### src/rtl/io_ctrl_pkg.sv
// rtl/io_ctrl_pkg.sv - shared state encoding and data width for the I/O sequencer
package io_ctrl_pkg;

  localparam int DATA_WIDTH = 32;

  typedef logic [1:0] io_state_t;

  localparam io_state_t ST_IDLE         = 2'd0;
  localparam io_state_t ST_WAIT_PRESS   = 2'd1;
  localparam io_state_t ST_WAIT_RELEASE = 2'd2;
  localparam io_state_t ST_DONE         = 2'd3;

endpackage

### src/rtl/io_debounce.sv
// rtl/io_debounce.sv - key synchronizer and debouncer producing one-cycle press/release events
module io_debounce #(
  parameter int DEBOUNCE_CYCLES = 50000
) (
  input  logic Clock,
  input  logic Reset,
  input  logic key_n,
  output logic key_press,
  output logic key_release
);

  localparam int CW = (DEBOUNCE_CYCLES > 1) ? $clog2(DEBOUNCE_CYCLES + 1) : 1;
  localparam logic [CW-1:0] LAST = CW'(DEBOUNCE_CYCLES - 1);

  logic [1:0]    sync_q;
  logic          synced;
  logic          key_level;
  logic [CW-1:0] stable_cnt;

  // Synchronizer stores the key in pressed-high polarity.
  always_ff @(posedge Clock or negedge Reset) begin
    if (!Reset) begin
      sync_q <= 2'b00;
    end else begin
      sync_q <= {sync_q[0], ~key_n};
    end
  end

  assign synced = sync_q[1];

  // The counter tracks consecutive samples that disagree with the accepted level.
  always_ff @(posedge Clock or negedge Reset) begin
    if (!Reset) begin
      key_level   <= 1'b0;
      stable_cnt  <= '0;
      key_press   <= 1'b0;
      key_release <= 1'b0;
    end else begin
      key_press   <= 1'b0;
      key_release <= 1'b0;
      if (synced == key_level) begin
        stable_cnt <= '0;
      end else if (stable_cnt == LAST) begin
        stable_cnt  <= '0;
        key_level   <= synced;
        key_press   <= synced;
        key_release <= ~synced;
      end else begin
        stable_cnt <= stable_cnt + 1'b1;
      end
    end
  end

endmodule

### src/rtl/io_input_sequencer.sv
// rtl/io_input_sequencer.sv - IN/OUT sequencer: halts CPU until a debounced key press captures switches
// Optional press timeout in WAIT_PRESS is enabled by defining IO_TIMEOUT_EN.
module io_input_sequencer
  import io_ctrl_pkg::*;
#(
  parameter int DEBOUNCE_CYCLES = 50000,
  parameter int SW_WIDTH        = 13,
  parameter int TIMEOUT_CYCLES  = 2**24
) (
  input  logic                  Clock,
  input  logic                  Reset,
  input  logic                  OpIn,
  input  logic                  OpOut,
  input  logic [DATA_WIDTH-1:0] DadosSaida,
  input  logic [SW_WIDTH-1:0]   Switches,
  input  logic                  Set,
  output logic                  HaltCPU,
  output logic [DATA_WIDTH-1:0] DataIO,
  output logic                  DataValid,
  output logic [DATA_WIDTH-1:0] OutputData,
  output logic                  WaitingLed,
  output logic                  TimeoutFlag
);

  io_state_t state;
  io_state_t next_state;
  logic      key_press;
  logic      key_release;
  logic      to_hit;
  logic      capture;

  io_debounce #(
    .DEBOUNCE_CYCLES(DEBOUNCE_CYCLES)
  ) u_debounce (
    .Clock      (Clock),
    .Reset      (Reset),
    .key_n      (Set),
    .key_press  (key_press),
    .key_release(key_release)
  );

`ifdef IO_TIMEOUT_EN
  localparam int TW = $clog2(TIMEOUT_CYCLES);

  logic [TW-1:0] to_cnt;

  assign to_hit = (state == ST_WAIT_PRESS) && (to_cnt == TW'(TIMEOUT_CYCLES - 1));

  always_ff @(posedge Clock or negedge Reset) begin
    if (!Reset) begin
      to_cnt      <= '0;
      TimeoutFlag <= 1'b0;
    end else begin
      to_cnt <= (state == ST_WAIT_PRESS) ? to_cnt + 1'b1 : '0;
      // A real press in the same cycle wins; the flag only marks forced releases.
      if (to_hit && !key_press) begin
        TimeoutFlag <= 1'b1;
      end
    end
  end
`else
  logic unused_timeout_cfg;

  assign unused_timeout_cfg = ^TIMEOUT_CYCLES;
  assign to_hit             = 1'b0;
  assign TimeoutFlag        = 1'b0;
`endif

  assign capture = (state == ST_WAIT_PRESS) && (key_press || to_hit);

  always_ff @(posedge Clock or negedge Reset) begin
    if (!Reset) begin
      state <= ST_IDLE;
    end else begin
      state <= next_state;
    end
  end

  // Press/release are edge events, so a key already held when IN starts never counts as a press.
  always_comb begin
    next_state = state;
    case (state)
      ST_IDLE: begin
        if (OpIn) begin
          next_state = ST_WAIT_PRESS;
        end
      end
      ST_WAIT_PRESS: begin
        if (key_press) begin
          next_state = ST_WAIT_RELEASE;
        end else if (to_hit) begin
          next_state = ST_DONE;
        end
      end
      ST_WAIT_RELEASE: begin
        if (key_release) begin
          next_state = ST_DONE;
        end
      end
      default: begin
        next_state = ST_IDLE;
      end
    endcase
  end

  always_comb begin
    HaltCPU    = 1'b0;
    WaitingLed = 1'b0;
    DataValid  = 1'b0;
    case (state)
      ST_WAIT_PRESS: begin
        HaltCPU    = 1'b1;
        WaitingLed = 1'b1;
      end
      ST_WAIT_RELEASE: begin
        HaltCPU = 1'b1;
      end
      ST_DONE: begin
        DataValid = 1'b1;
      end
      default: begin
        HaltCPU = 1'b0;
      end
    endcase
  end

  always_ff @(posedge Clock or negedge Reset) begin
    if (!Reset) begin
      DataIO     <= '0;
      OutputData <= '0;
    end else begin
      if (capture) begin
        DataIO <= DATA_WIDTH'(Switches);
      end
      if (OpOut && !HaltCPU) begin
        OutputData <= DadosSaida;
      end
    end
  end

endmodule

### config.mk
export PLATFORM = sky130hd
export DESIGN_NAME = io_input_sequencer
export DESIGN_NICKNAME = d
export VERILOG_FILES = /design/src/rtl/io_ctrl_pkg.sv /design/src/rtl/io_debounce.sv /design/src/rtl/io_input_sequencer.sv
export SDC_FILE = /design/constraint.sdc
export NUM_CORES = 1
export LEC_CHECK = 0
export BUFFER_PORTS_ARGS = -buffer_cell sky130_fd_sc_hd__buf_2
export CORE_MARGIN = 2
export CORE_UTILIZATION = 48
export CTS_CLUSTER_DIAMETER = 60
export CTS_CLUSTER_SIZE = 10
export DETAILED_ROUTE_END_ITERATION = 10
export GPL_TIMING_DRIVEN = 1
export PLACE_DENSITY = 0.86
export SYNTH_ARGS = -nofsm -noshare
export SYNTH_HDL_FRONTEND = slang
export SYNTH_SLANG_ARGS = --single-unit
export TNS_END_PERCENT = 10
### constraint.sdc
create_clock -name Clock -period 2 [get_ports Clock]
set_clock_uncertainty 0.1 [all_clocks]
set_input_delay 0.1 -clock Clock [delete_from_list [all_inputs] [get_ports Clock]]
set_output_delay 0.1 -clock Clock [all_outputs]
set_load 0.1 [all_outputs]
* After elaboration in Yosys (flattened, before gate mapping)
Index checks and enable logic that the tools add are counted.
** Storage, ports and cells
- Flip-flop bits (word level) :: 68
- Output and inout bits :: 68
- Input bits :: 50
- Logic and storage cells :: 40
** Cells by class
- Add/sub/neg operators :: 1
- Mux-type cells :: 13
- Equality and inequality tests :: 8
- Bitwise operators :: 3
- Reductions and logical operators :: 7
** Operators with widths (count)
- 16-bit 2-to-1 mux :: 2
- 16-bit by 1-bit adder with 16-bit output, second input constant :: 1
- 16-bit equality test, second input constant :: 1
- 1-bit 2-to-1 mux :: 7
- 2-bit 2-to-1 mux :: 3
- 2-bit case mux with 3 select lines :: 1
- 2-bit equality test, second input constant :: 2
- 2-bit by 1-bit != test with 1-bit output, second input constant :: 2
- 1-bit NOT :: 3
- 3-bit AND reduction :: 1
- 2-bit by 1-bit equality test with 1-bit output, second input constant :: 1
- 1-bit logical AND :: 2
- 2-bit zero test :: 1
- 2-bit != test, second input constant :: 1
- 2-bit AND reduction :: 1
- 2-bit OR reduction :: 1
- 1-bit equality test :: 1
- 1-bit zero test :: 1

* Logic depth before layout (Yosys ltp)
- Word-level depth :: 5
- Depth in mapped cells :: 6
- Depth with buffers taken out :: 5

* Modules after synthesis
A second synthesis with hierarchy kept.
** Unflattened totals
- Cell total of the unflattened synthesis :: 226
- Area, all modules :: 2992.9 um^2
** By module, submodules not included
- io_input_sequencer :: area each 2004.4 um^2, seq. area each 1176.1 um^2, cells each 135, times used 1
- io_debounce :: area each 988.4 um^2, seq. area each 525.5 um^2, cells each 91, times used 1

* Least setup slack after synthesis
No wires, ideal clock.
- Path type :: reg-to-reg
- Start point :: reg state[0]
- End point :: reg OutputData[18]
- Path buffers :: 2
- Stages on the path, launching flop included :: 7
- Setup time :: 0.125 ns
- Clock period less this slack :: 2.311 ns
- Slack :: -0.311 ns
- Arrival :: 2.086 ns
- Data required time :: 1.775 ns
- Path through :: dfrtp_1 -> inv_1 -> ha_1 -> nor2b_1 -> clkbuf_1 -> buf_2 -> mux2_2
** On the way
- Longest elaborated chain between the ends :: 5
- Elaborated cells between the ends (all ways) :: 6
- Those cells by class :: eq/ne: 2; mux: 1; reduce/logical: 3
** RTL lines
- start, declared :: RTL line io_input_sequencer.sv:25 : io_state_t state;
- start signal, assigned :: RTL line io_input_sequencer.sv:75 : state <= next_state;
- 2-bit by 1-bit equality test with 1-bit output or 2-bit equality test (tied branches) :: RTL line io_input_sequencer.sv:110 : case (state)
- 2-bit OR reduction (no source line) *
- 1-bit 2-to-1 mux * :: RTL line io_input_sequencer.sv:110
- via HaltCPU :: RTL line io_input_sequencer.sv:17 : output logic HaltCPU,
- 1-bit zero test * :: RTL line io_input_sequencer.sv:135 : if (OpOut && !HaltCPU) begin
- 1-bit logical AND * :: RTL line io_input_sequencer.sv:135
- end signal, assigned :: RTL line io_input_sequencer.sv:136 : OutputData <= DadosSaida;
- end, declared :: RTL line io_input_sequencer.sv:20 : output logic [DATA_WIDTH-1:0] OutputData,
The timed path passes the listed nets; every way through them passes the cells marked *.
A chain may end at the register's enable or synchronous reset.

* Worst setup path in the final report
- Start point :: reg state[0]
- End point :: out HaltCPU
** On the way
- Longest elaborated chain between the ends :: 3
- Elaborated cells between the ends (all ways) :: 4
- Those cells by class :: eq/ne: 2; mux: 1; reduce/logical: 1
** RTL lines (RTL line)
- 2-bit by 1-bit equality test with 1-bit output or 2-bit equality test (tied branches) :: io_input_sequencer.sv:110
- 2-bit OR reduction (no source line) *
- 1-bit 2-to-1 mux * :: io_input_sequencer.sv:110
- end, declared :: io_input_sequencer.sv:17
Mark *: on every way between the ends. The rest lies on a longest branch, timed or not.

==> flow_summary.ini <==
[timing]
rsz0062_at_grt = false
timing.hold.ws_ps = 67.44
drv_slew = 0
setup_viol = 0
fmax_mhz = 553.9
min_period_over_period_pct = 90.27
fin_setup_tns_ps = 0
finalHoldViolCount = 0
setup_ws_ps = 194.5
slew-limit-headroom_pct = 65.84
worst_pin_slew_ps = 512.4
min_period_ps = 1805

[setup_path]
crit_slowest_cell = buf_2
crit_cells = 3
cp_num_buf_inv = 2
critPathArrivalTime_ps = 1610
r2r_cells = 5
end_kind = primary output
critical_path_class = reg2out
cpPeakStageDelay_ps = 430
crit_family = buffers and inverters
cp_cell_sequence = inv_1, ha_4, buf_2
crit_required_ps = 1800
startpoint_type = register
crit_fanout = 4

[place]
pre_cts_ws_ps = 265.6
io_buffers = 97
gp_congestion = 0.8307
dp_cells = 392
hpwl_mm = 4.052

[hold_path]
hold_class = in2async

[power]
seqPwrFrac_pct = 43.4
ir_drop_v = 0.0006043
power_density_nw_per_um2 = 800.6
power_frac_comb_pct = 23.0
switching_share_pct = 35.14
power_frac_clock_pct = 33.6
p_leak_nw = 2.058
p_int_mw = 2.177
fin_total_pwr_mw = 3.357
p_switching_mw = 1.180

[clock_network]
clk_latency_ps = 340
cts_tree = done
path_clk_slew_ps = 90
htreeDepth = 3
root_buffer = clkbuf_8
clkSinkCount = 68
cts.path.max_buffers = 2
numCtsBuffers = 9

[synthesis]
post_synth.cell_area_avg_um2 = 13.42
synth_common_cells = 68 x dfrtp_1, 44 x mux2_2, 20 x buf_4
synthFlopType = dfrtp_1
netlist_instances = 223
ys_seq_elements = 68
ys_top_cells_by_area = dfrtp_1 57%, mux2_2 17%, buf_4 5.0%
synth_edf_count = 0
synth.yosys.warnings = 0
yosysTopAreaCellShare_pct = 56.86
synth_most_common_cell = dfrtp_1
synth_cell_type_count = 33
yosys.area.top_type = dfrtp_1
syn_area_um2 = 2993
yosysSeqAreaShare_pct = 56.86
async_flop_share_pct = 100.0

[grt]
grt_pass1_vias = 2228
antenna_found_initial = 0
grtUsageTotal_pct = 19.77
grt_pass1_wl_mm = 10.76
grt_max_degree = 39
grt_overflow = 0

[route]
wire_per_inst_um = 14.21
dr_wl_met3_um = 433
topRoutingLayerUsed = met4
finalWirelength_mm = 6.467
route.met2.wl_mm = 3.358
ant_nets = 0
drc_errors = 0
drt-met1-wl_mm = 2.632
drt_iter0_markers = 95
viasPerCell = 4.769
dr.pass1.iters = 7
vias = 2170

[final_layout]
layout.nets = 431
final_cells = 455
drive_gt1_share_pct = 46.58
area_growth_syn_to_layout_pct = 40.09
num_antenna_cells = 0

[die]
die_w_um = 82.96
coreArea_um2 = 5991
die_h_um = 82.96
start_util_pct = 49.96
io_pins = 118
rows = 28
dieArea_um2 = 6882

[flow_run]
maxCapViolCount = 0

[run_status]
outcome = complete, no violations
[flip-flops by register name, summed over array words and instances (netlist names)]
| signal | cells |
|---|---|
| OutputData | 32 |
| u_debounce.stable_cnt | 16 |
| DataIO | 13 |
| state | 2 |
| u_debounce.sync_q | 2 |
| u_debounce.key_level | 1 |
| u_debounce.key_press | 1 |
| u_debounce.key_release | 1 |
[per-stage QoR]
step / utilization (%) / instance area (µm²)
2_1_floorplan: - / 3079
4_1_cts: 69.99 / 4193
3_5_place_dp: 58.81 / 3523
5_1_grt: 69.99 / 4193
3_3_place_gp: 58.81 / 3523
6_report: 69.99 / 4193
[per-layer routing]
metal  GRT usage, %  up-vias
li1               -     1025
met1          23.80     1046
met2          33.43       95
met3          5.865        4
met4          7.601        0
met5              0        -
[power by group through the flow]
| stage | clock [mW] | combinational, mW | sequential, mW |
|---|---|---|---|
| finish | 1.13 | 0.773 | 1.46 |
| global route | 1.25 | 0.803 | 1.46 |
| CTS | 1.15 | 0.772 | 1.45 |
| detailed placement | 0 | 0.701 | 1.48 |
| global placement | 0 | 0.695 | 1.48 |
| floorplan | 0 | 0.249 | 1.82 |
[cells by family (layout without fill, tap and decap cells)]
kind of cell               count (synthesis)  in the layout  share of synthesized area (%)
AOI/OAI and AO/OA                          3              3                         0.7525
adders and majority gates                  6              6                          2.508
DFF                                       68             68                          56.86
other                                      1             20                         0.1253
muxes                                     47             47                          17.64
buffers and inverters                     35            173                          7.316
xor gates and xnor gates                  15             15                          4.390
and+or+nand+nor                           48             48                          10.41
[what timing repair did]
action,CTS,global route
hold buffers,47,0
endpoints found under the hold margin,76,0
gates resized for setup,0,0
buffers inserted,0,0
[final cells by class]
type / instances / area (µm²)
clock inverters: 7 / 75.07
well taps: 75 / 93.84
clock buffers: 9 / 123.9
multi-input cells: 139 / 1166
inverters: 9 / 33.78
flip-flops and latches: 68 / 1702
repair buffers: 148 / 998.5
fillers: 394 / 1798
[layout by cell type (no fill, tap or decap), types with 4 or more instances in the layout]
cell type,Yosys,final
nand2_1,4,4
dfrtp_1,68,68
conb_1,1,20
dlygate4sd3_1,0,47
nor3_1,4,4
xnor2_1,12,12
mux2_2,44,44
nor4_2,4,4
clkbuf_8,0,9
buf_2,4,97
nand3_1,5,5
nor2_1,14,14
inv_1,9,9
ha_1,6,4
[final timing paths]
path,startpoint,end,slack (ps)
worst max-delay path,state[0],HaltCPU,190
worst min-delay path,Reset,OutputData[1],70
worst max register to register,state[0],OutputData[7],260
worst min register to register,u_debounce.sync_q[0],u_debounce.sync_q[1],260
max in group asynchronous,Reset,u_debounce.key_level,950
min in group Clock,OpIn,state[0],110
(Power assumes the default switching activity.)
